File: config.mk
export PLATFORM = sky130hd
export DESIGN_NAME = program_mem_controller
export DESIGN_NICKNAME = d
export VERILOG_FILES = /design/src/rtl/program_mem_controller.sv
export SDC_FILE = /design/constraint.sdc
export NUM_CORES = 1
export LEC_CHECK = 0
export BUFFER_PORTS_ARGS = -buffer_cell sky130_fd_sc_hd__buf_2
export CAP_MARGIN = 20
export CORE_MARGIN = 1.5
export CORE_UTILIZATION = 52
export CTS_BUF_LIST = sky130_fd_sc_hd__clkbuf_4 sky130_fd_sc_hd__clkbuf_8 sky130_fd_sc_hd__clkbuf_16
export CTS_CLUSTER_SIZE = 14
export DETAILED_ROUTE_END_ITERATION = 10
export PLACE_DENSITY = 0.84
export SLEW_MARGIN = 30
export SYNTH_ARGS = -nofsm -noshare
export SYNTH_HDL_FRONTEND = slang
export SYNTH_SLANG_ARGS = --single-unit
File: constraint.sdc
create_clock -name clk -period 3.7 [get_ports clk]
set_clock_uncertainty 0.15 [all_clocks]
set_input_delay 0 -clock clk [delete_from_list [all_inputs] [get_ports clk]]
set_output_delay 0 -clock clk [all_outputs]
set_load 0.1 [all_outputs]
File: src/rtl/program_mem_controller.sv
// rtl/program_mem_controller.sv - round-robin arbiter sharing one program-memory read port among fetchers
module program_mem_controller #(
    parameter int ADDR_BITS     = 8,
    parameter int DATA_BITS     = 16,
    parameter int NUM_CONSUMERS = 4
) (
    input  logic                     clk,
    input  logic                     reset,
    input  logic [NUM_CONSUMERS-1:0] consumer_read_valid,
    input  logic [ADDR_BITS-1:0]     consumer_read_address [NUM_CONSUMERS],
    output logic [NUM_CONSUMERS-1:0] consumer_read_ready,
    output logic [DATA_BITS-1:0]     consumer_read_data [NUM_CONSUMERS],
    output logic                     mem_read_valid,
    output logic [ADDR_BITS-1:0]     mem_read_address,
    input  logic                     mem_read_ready,
    input  logic [DATA_BITS-1:0]     mem_read_data
);

    localparam int IDX_BITS = (NUM_CONSUMERS > 1) ? $clog2(NUM_CONSUMERS) : 1;

    typedef enum logic [1:0] {
        IDLE    = 2'd0,
        WAITING = 2'd1,
        RELEASE = 2'd2
    } state_t;

    state_t              state;
    logic [IDX_BITS-1:0] rr_ptr;
    logic [IDX_BITS-1:0] grant;
    logic [IDX_BITS-1:0] pick;
    logic [IDX_BITS-1:0] pick_lo;
    logic [IDX_BITS-1:0] pick_hi;
    logic                found;
    logic                found_hi;
    logic [ADDR_BITS-1:0] pick_address;

    // Channels at or above rr_ptr take precedence; otherwise wrap to the lowest valid one.
    always_comb begin
        pick_lo  = '0;
        pick_hi  = '0;
        found    = 1'b0;
        found_hi = 1'b0;
        for (int c = NUM_CONSUMERS - 1; c >= 0; c--) begin
            if (consumer_read_valid[c]) begin
                found   = 1'b1;
                pick_lo = IDX_BITS'(c);
                if (c >= int'(rr_ptr)) begin
                    found_hi = 1'b1;
                    pick_hi  = IDX_BITS'(c);
                end
            end
        end
        pick = found_hi ? pick_hi : pick_lo;
    end

    always_comb begin
        pick_address = '0;
        for (int c = 0; c < NUM_CONSUMERS; c++) begin
            if (IDX_BITS'(c) == pick) begin
                pick_address = consumer_read_address[c];
            end
        end
    end

    // The RELEASE cycle gives the fetcher one edge to advance its address before re-arbitration.
    always_ff @(posedge clk or negedge reset) begin
        if (!reset) begin
            state               <= IDLE;
            rr_ptr              <= '0;
            grant               <= '0;
            mem_read_valid      <= 1'b0;
            mem_read_address    <= '0;
            consumer_read_ready <= '0;
            for (int c = 0; c < NUM_CONSUMERS; c++) begin
                consumer_read_data[c] <= '0;
            end
        end else begin
            case (state)
                IDLE: begin
                    if (found) begin
                        mem_read_valid   <= 1'b1;
                        mem_read_address <= pick_address;
                        grant            <= pick;
                        state            <= WAITING;
                    end
                end
                WAITING: begin
                    if (mem_read_ready) begin
                        for (int c = 0; c < NUM_CONSUMERS; c++) begin
                            if (IDX_BITS'(c) == grant) begin
                                consumer_read_data[c]  <= mem_read_data;
                                consumer_read_ready[c] <= 1'b1;
                            end
                        end
                        mem_read_valid <= 1'b0;
                        state          <= RELEASE;
                    end
                end
                RELEASE: begin
                    consumer_read_ready <= '0;
                    rr_ptr              <= (int'(grant) >= NUM_CONSUMERS - 1) ? '0 : grant + 1'b1;
                    state               <= IDLE;
                end
                default: begin
                    state <= IDLE;
                end
            endcase
        end
    end

endmodule

==> reports/metrics.csv <==
metric,value,unit
status,"complete, no violations",
grtUsageMet1,0.2903,
nets,473,
ff2ff_path_depth,8,
worst_slew_pin_slew,741.0,ps
reg2reg_to,mem_read_address[7]$_DFFE_PN0P_,
cts_tree,yes,
grt_use_met2,0.4233,
rsz0062_at_grt,no,
syn2layout_area_growth,39.70,%
die_w,84.46,um
cts_made_buffers,9,
drc,0,
critPathCaptureType,flip-flop,
die-area,7133,sq um
setup_violations,0,
gp_congestion,0.7857,
antenna_found_initial,0,
synth_seq_cells,83,
maxClockFrequency,0.3036,GHz
fin_crit,3293,ps
grt_pass1_vias,2826,
critical_path_class,reg -> reg,
htreeDepth,3,
synth_edf_count,0,
wire_per_inst,17.19,um
synth-warning-count,0,
hold_class,in -> async,
synth_top_cell_by_area,dfrtp_1,
post-route-period-util,0.8901,
clkTransAtPathRegs,90,ps
synthTopCellsByArea,"dfrtp_1 (60%), mux2_1 (15%), mux2_2 (6.2%), mux2i_1 (4.6%), nand2_1 (2.2%)",
syn_inst,235,
grt_pass1_wl,13770,um
hold_viol,0,
wl,8528,um
grt_max_degree,84,
met3_usage,0.08063,
cts.sinks,83,
synth_nets,294,
worst_slack,406.7,ps
synthArstFlopShare,1.000,
worst_ep_arrival_time,3390,ps
clock_latency,350,ps
grt_busiest_layer,met2,
core,6386,sq um
dr.pass1.iters,4,
grt_usage,0.2512,
avgViaCountPerCell,5.276,
vias,2617,
place_ws,1599,ps
synth_common_cells,"dfrtp_1 (83), mux2_1 (47), nand2_1 (20)",
overflow,0,
clk_path_buf_depth,2,
ant_nets,0,
drive_gt1_frac,0.4200,
netlist_area,3451,sq um
ys.flop_type,dfrtp_1,
die_h,84.46,um
timing.rr.start,rr_ptr[1]$_DFFE_PN0P_,
cap_violations,0,
netlist.area_leader.share,0.6019,
r2r_slack,410,ps
ys_types,27,
critPathLaunchType,flip-flop,
rows,29,
finalMaxSlewViolations,0,
crit_fanout,11,
yosysSeqAreaShare,0.6019,
start_util,0.5404,
dpl.hpwl,5093,um
pin_count,132,
syn_avg_cell_area,14.68,sq um
fin_tns_setup,0,ps
port_buffers,131,
cp_data_required_time,3800,ps
drtIter0Drc,83,
synth.most_common_cell,dfrtp_1,
cts-root-buf,clkbuf_8,
antenna_cells,0,
max-slew-margin-rel,0.5060,
ctsResizeCount,0,
per-layer routing:
layer,share of wire,wire [um],vias to the layer above
li1,-,-,1186
met1,0.40,3427,1294
met2,0.50,4287,115
met3,0.066,567,22
met4,0.029,246,0
met5,0,0,-
registers in the layout, indices dropped and copies added (netlist names):
| register | flops |
|---|---|
| state | 2 |
| rr_ptr | 2 |
| mem_read_valid | 1 |
| consumer_read_data | 64 |
| mem_read_address | 8 |
| grant | 2 |
| consumer_read_ready | 4 |
worst max-delay path, stage by stage, from the launching register on:
cell,delay [ps]
dfrtp_1,470
nand2_1,100
a21oi_1,90
a311oi_4,550
buf_6,260
mux2i_1,280
dlygate4sd3_1,600
o221ai_1,120
dlygate4sd3_1,570
worst max-delay path by stage:
stage | startpoint | to
final | rr_ptr[1]$_DFFE_PN0P_ | mem_read_address[7]$_DFFE_PN0P_
after CTS | rr_ptr[1]$_DFFE_PN0P_ | mem_read_address[6]$_DFFE_PN0P_
after floorplan | state[1]$_DFFE_PN0P_ | consumer_read_data[23]$_DFFE_PN0P_
after global routing | rr_ptr[1]$_DFFE_PN0P_ | mem_read_address[7]$_DFFE_PN0P_
after detailed placement | rr_ptr[1]$_DFFE_PN0P_ | mem_read_address[7]$_DFFE_PN0P_
after global placement | rr_ptr[1]$_DFFE_PN0P_ | mem_read_address[7]$_DFFE_PN0P_
through the flow:
step                      hold WS (ps)    util  cell area (sq um)  std cells
final                            97.58  0.7549               4821        496
after global routing             115.2  0.7549               4821        496
after CTS                        77.24  0.7549               4821        496
after detailed placement        -51.50  0.6520               4164        435
after global placement           82.35  0.6497               4149        434
after floorplan                 -445.6       -               3451        235
cell type report:
| cell class | instances | area [sq um] |
|---|---|---|
| sequential | 83 | 2077 |
| fill | 425 | 1565 |
| multi-input combinational | 137 | 1291 |
| timing repair buffer | 178 | 1131 |
| clock buffer | 10 | 131.4 |
| tap | 77 | 96.34 |
| clock inverter | 6 | 75.07 |
| inverter | 5 | 18.77 |
cell usage in the layout (no fill, tap or decap), drive strengths merged:
| master | instances |
|---|---|
| buf | 133 |
| dfrtp | 83 |
| mux2 | 66 |
| dlygate4sd3 | 45 |
| nand2 | 24 |
| mux2i | 16 |
| clkbuf | 10 |
| o221ai | 8 |
| nand2b | 5 |
| inv | 5 |
| a21oi | 4 |
| ha | 4 |
| clkinv | 4 |
| nor2 | 2 |
| o21ai | 2 |
| o41ai | 1 |
| a311oi | 1 |
| nor2b | 1 |
| o32ai | 1 |
| or2 | 1 |
| o31ai | 1 |
| bufinv | 1 |
| clkinvlp | 1 |
repair_timing:
item                                   CTS  global route
setup buffers                            0             0
endpoints found under the hold margin  158             0
hold buffers                            45             0
cell families after synthesis:
group,synth area share
AOI/OAI and AO/OA,0.04278
adders and majority gates,0.01450
buffers and inverters,0.02719
DFF,0.6019
muxes,0.2618
and+or+nand+nor,0.05185
Power is left out: the tool's default activity adds up to more than one toggle a clock period on the data nets, which glitch-free logic cannot reach.
